## config.mk

```make
export PLATFORM = sky130hd
export DESIGN_NAME = surfboard_tile_seq
export DESIGN_NICKNAME = d
export VERILOG_FILES = /design/src/rtl/surfboard_tile_seq.sv
export SDC_FILE = /design/constraint.sdc
export NUM_CORES = 1
export LEC_CHECK = 0
export CAP_MARGIN = 40
export CELL_PAD_IN_SITES_DETAIL_PLACEMENT = 0
export CELL_PAD_IN_SITES_GLOBAL_PLACEMENT = 1
export CORE_MARGIN = 2
export CORE_UTILIZATION = 23
export CTS_CLUSTER_DIAMETER = 80
export DETAILED_ROUTE_END_ITERATION = 7
export PLACE_DENSITY = 0.61
export SETUP_SLACK_MARGIN = 0.05
export SLEW_MARGIN = 40
export SYNTH_ARGS = -nofsm -noshare
export SYNTH_HDL_FRONTEND = slang
export SYNTH_SLANG_ARGS = --single-unit
```

## constraint.sdc

```tcl
create_clock -name clk -period 6.31 [get_ports clk]
set_clock_uncertainty 0.15 [all_clocks]
set_input_delay 1.5775 -clock clk [delete_from_list [all_inputs] [get_ports clk]]
set_output_delay 1.5775 -clock clk [all_outputs]
set_load 0.02 [all_outputs]
```

## src/rtl/surfboard_tile_seq.sv

```systemverilog
// ============================================================================
// Module   : surfboard_tile_seq (with its 2x2 surfboard multiply core)
// Brief    : 4x4 x 4x4 matrix product by time-sharing a 2x2 core over tiles.
// Revision : 1.0 - initial release
// ============================================================================
`default_nettype none

module surfboard #(
    parameter int W      = 2,
    parameter int SIGNED = 1
) (
    input  logic [0:3][W-1:0] a,
    input  logic [0:3][W-1:0] b,
    output logic [0:3][W-1:0] p
);
    generate
        for (genvar i = 0; i < 4; i++) begin : g_elem
            localparam int R  = i / 2;
            localparam int CC = i % 2;
            logic          w_sa0, w_sa1, w_sb0, w_sb1;
            logic [2*W-1:0] w_a0, w_a1, w_b0, w_b1, w_f0, w_f1;

            // Operands are extended to 2W so the low W bits of the product
            // follow the chosen interpretation.
            assign w_sa0 = (SIGNED != 0) & a[2*R][W-1];
            assign w_sa1 = (SIGNED != 0) & a[2*R+1][W-1];
            assign w_sb0 = (SIGNED != 0) & b[CC][W-1];
            assign w_sb1 = (SIGNED != 0) & b[2+CC][W-1];
            assign w_a0  = {{W{w_sa0}}, a[2*R]};
            assign w_a1  = {{W{w_sa1}}, a[2*R+1]};
            assign w_b0  = {{W{w_sb0}}, b[CC]};
            assign w_b1  = {{W{w_sb1}}, b[2+CC]};
            assign w_f0  = w_a0 * w_b0;
            assign w_f1  = w_a1 * w_b1;
            assign p[i]  = w_f0[W-1:0] + w_f1[W-1:0];
        end
    endgenerate
endmodule

module surfboard_tile_seq #(
    parameter int W      = 2,
    parameter int SIGNED = 1
) (
    input  logic               clk,
    input  logic               rst,
    input  logic               in_valid,
    output logic               in_ready,
    input  logic [0:15][W-1:0] A,
    input  logic [0:15][W-1:0] B,
    output logic               out_valid,
    input  logic               out_ready,
    output logic [0:15][W-1:0] C,
    output logic               busy
);
    localparam logic [1:0] c_IDLE = 2'd0;
    localparam logic [1:0] c_RUN  = 2'd1;
    localparam logic [1:0] c_DONE = 2'd2;

    logic [1:0]          r_state, w_next;
    logic [2:0]          r_step;
    logic [0:15][W-1:0]  r_a, r_b, r_c;
    logic [0:3][W-1:0]   w_core_a, w_core_b, w_core_p;
    logic [0:3][3:0]     w_cidx;
    logic                w_tr, w_tc, w_k;

    assign w_tr = r_step[2];
    assign w_tc = r_step[1];
    assign w_k  = r_step[0];

    // Flat index {row[1:0], col[1:0]}: tile row/col supply the high bit of each.
    generate
        for (genvar i = 0; i < 4; i++) begin : g_tile
            localparam logic I1 = 1'(i / 2);
            localparam logic I0 = 1'(i % 2);
            assign w_core_a[i] = r_a[{w_tr, I1, w_k, I0}];
            assign w_core_b[i] = r_b[{w_k, I1, w_tc, I0}];
            assign w_cidx[i]   = {w_tr, I1, w_tc, I0};
        end
    endgenerate

    surfboard #(.W(W), .SIGNED(SIGNED)) u_core (
        .a (w_core_a),
        .b (w_core_b),
        .p (w_core_p)
    );

    always_ff @(posedge clk) begin
        if (rst) r_state <= c_IDLE;
        else     r_state <= w_next;
    end

    always_comb begin
        w_next = r_state;
        case (r_state)
            c_IDLE:  if (in_valid)      w_next = c_RUN;
            c_RUN:   if (r_step == 3'd7) w_next = c_DONE;
            c_DONE:  if (out_ready)     w_next = c_IDLE;
            default: w_next = c_IDLE;
        endcase
    end

    always_comb begin
        in_ready  = (r_state == c_IDLE);
        out_valid = (r_state == c_DONE);
        busy      = (r_state == c_RUN);
    end

    always_ff @(posedge clk) begin
        if (rst) begin
            r_a    <= '0;
            r_b    <= '0;
            r_c    <= '0;
            r_step <= 3'd0;
        end else if (r_state == c_IDLE && in_valid) begin
            r_a    <= A;
            r_b    <= B;
            r_c    <= '0;
            r_step <= 3'd0;
        end else if (r_state == c_RUN) begin
            for (int i = 0; i < 4; i++) begin
                r_c[w_cidx[i]] <= r_c[w_cidx[i]] + w_core_p[i];
            end
            r_step <= r_step + 3'd1;
        end
    end

    assign C = r_c;
endmodule

`default_nettype wire

```

==> flow_metrics.py <==
metrics = {
    "placement": {
        "place_hpwl_um": 9420,
        "routabilityCongestion": 0.771,
        "placed_cell_area_um2": 5930,
        "io_buffers": 102,
    },
    "power_and_ir_drop": {
        "ir_worst_vdd_uv": 111,
        "leakage_nw": 2.21,
        "power_density_nw_per_um2": 239,
        "fin_total_pwr_mw": 1.50,
    },
    "yosys": {
        "synth_seq_area_share_pct": 43.3,
        "async_reset_ff_share_pct": 0,
        "post-synth-top-count-cell": "nand2_1",
        "synth-edff-count": 0,
        "synth_cells": 512,
        "synth_area_leaders": "dfxtp_1, nand2_1, a21oi_1, mux4_2, mux4_1",
        "synth_top_area_share_pct": 43.3,
        "avgSynthCellArea_um2": 9.13,
        "synth_fp_nets": 590,
        "synthTopCellsByCount": "nand2_1, dfxtp_1, a21oi_1",
        "ys.flop_type": "dfxtp_1",
        "synth_area_um2": 4670,
        "yosys.area.top_type": "dfxtp_1",
        "ys_warn_count": 0,
        "ys_types": 36,
        "synth_seq_cells": 101,
    },
    "clock_tree": {
        "postCtsSetupBuffers": 0,
        "clk_pin_slew_ps": 70,
        "cts_sinks": 101,
        "clockRootBuffer": "clkbuf_16",
        "cts_hold_buffers": 0,
        "clkLatencyLatePin_ps": 350,
        "cts_tree": "yes",
        "cts_resized": 0,
        "clk_path_buf_depth": 2,
        "h-tree-depth": 3,
        "numCtsBuffers": 9,
    },
    "global_route": {
        "grt_overflow": 0,
        "antenna_found_initial": 0,
        "grt_max_degree": 69,
        "grt_pass1_vias": 4009,
        "grt_usage_pct": 12.4,
        "grt_pass1_wl_um": 20900,
    },
    "final_layout": {
        "design_area_um2": 6240,
        "multi_input_area_um2": 2490,
        "nNetsFinal": 675,
        "syn_to_final_growth_pct": 33.6,
        "diodes": 0,
        "fillCellCount": 2100,
        "drive_gt1_share_pct": 8.15,
        "register_area_um2": 2020,
    },
    "critical_path": {
        "r2r_end": "C[9]",
        "critPathKind": "reg -> reg",
        "cp_slowest_cell": "mux4_2",
        "cp.required_ps": 6430,
        "crit_path_max_incr_delay_ps": 600,
        "r2r-start": "r_step[0]",
        "cp-start-kind": "flip-flop",
        "critPathLaunch": "r_step[0]",
        "crit_arrival_ps": 3820,
        "rr_worst_depth": 9,
        "reg2reg_setup_slack_ps": 2600,
        "endpoint_kind": "flip-flop",
        "path_cells": "buf_4 > mux4_2 > nand2_1 > fa_1 > fa_1 > xnor2_1 > xnor2_1 > xnor3_1 > o31ai_2",
        "cp_max_fo": 12,
    },
    "sta": {
        "fin_crit_ps": 3710,
        "slew_violations": 0,
        "hold_viol": 0,
        "max_slew.worst_pin.slew_ps": 749,
        "clock.fmax_mhz": 270,
        "fin_setup_tns_ps": 0,
        "slew_headroom_pct": 50.0,
        "rsz0062_at_grt": "no",
        "setup_violations": 0,
        "period_share_pct": 58.7,
    },
    "floorplanning": {
        "rows": 52,
        "start_util_pct": 23.3,
        "die_x_um": 147,
        "ios": 103,
        "die_h_um": 147,
        "coreArea_um2": 20100,
        "die_area_um2": 21500,
    },
    "worst_hold_path": {
        "holdCritPathClass": "reg -> reg",
        "worstHoldPathCells": 2,
        "holdPathEnd": "r_b[17]",
        "hp-start": "r_b[17]",
    },
    "detailed_routing": {
        "vias_per_cell": 4.36,
        "antenna_left": 0,
        "first_iter_violations": 163,
        "dr_total_vias": 3801,
        "wl_per_cell_um": 14.9,
        "drc_errors": 0,
        "drt_wl_total_um": 13000,
        "first_pass_iters": 5,
    },
    "job": {
        "max_cap_viol_count": 0,
    },
    "outcome": {
        "status": "complete, no violations",
    },
}
-- logic make-up after synthesis --
family	after synthesis	synth area share, %
flip-flops	101	43.3
AO/OA/AOI/OAI	105	11.8
AND/OR/NAND/NOR	198	17.3
XOR/XNOR	23	6.10
multiplexers	33	14.0
buffers and inverters	42	3.93
adder cells (fa/ha/maj)	10	3.64
-- where the power goes --
part	leakage (nW)	switching (mW)	internal (mW)	total [mW]
registers	0.825	0.0169	0.666	0.683
clock network	0.150	0.239	0.346	0.585
logic	1.24	0.116	0.111	0.227
total	2.21	0.372	1.12	1.50
-- worst max-delay path, delay by kind of cell, from the launching register on --
kind,cells,cell delay (ps)
simple gates,1,120
flops,1,580
buf+inv,1,320
fa+ha+maj,2,850
xor+xnor,3,810
compound gates,1,190
mux,1,600
-- registers in the layout, indices dropped and copies added, names as in the netlist --
signal / count
C: 32
r_state: 2
r_step: 3
r_a: 32
r_b: 32
-- cell type report --
class,instances,area share [%]
repair buffers,108,17.0
clock buffers,11,3.73
well taps,270,5.41
multi-input cells,369,39.8
clock inverters,4,1.18
inverters,8,0.481
flip-flops and latches,101,32.4
-- metrics by stage --
stage | hold slack, ps | setup WS, ps | util [%] | instances
2_1_floorplan | 282 | 3050 | - | 512
3_3_place_gp | 290 | 2270 | 29.5 | 856
3_5_place_dp | 293 | 2380 | 29.5 | 856
4_1_cts | 302 | 2510 | 31.0 | 871
5_1_grt | 323 | 2320 | 31.1 | 871
6_report | 302 | 2600 | 31.1 | 871
-- layer usage --
metal	track usage, %	vias to the layer above	part of all wire [%]
li1	-	1899	-
met1	16.1	1788	47
met2	20.2	104	47
met3	3.19	10	4.9
met4	4.32	0	1.1
met5	0	-	0
-- cells in the final DEF, fill, tap and decap left out, drive strengths merged --
cell	n
bufinv	2
and2	2
ha	4
nor3	1
xnor3	5
a211oi	4
nor2	19
a31oi	1
nand2	161
o31ai	1
and3	1
nand3b	2
mux4	24
mux2i	9
dfxtp	101
nand2b	5
nor3b	1
clkbuf	11
xnor2	15
a21oi	83
nor2b	3
clkinv	3
fa	6
o2bb2ai	1
nand3	2
o21ai	14
buf	7
inv	7
or2b	1
xor2	3
a22oi	1
clkdlybuf4s50	101
-- worst max-delay path by stage --
stage / end / slack [ps] / depth (start not counted)
finish: C[9] / 2600 / 9
global placement: C[9] / 2270 / 5
floorplan: C[9] / 3050 / 10
detailed placement: C[24] / 2380 / 5
global route: C[13] / 2320 / 9
CTS: C[9] / 2510 / 9
(Power assumes the default switching activity.)
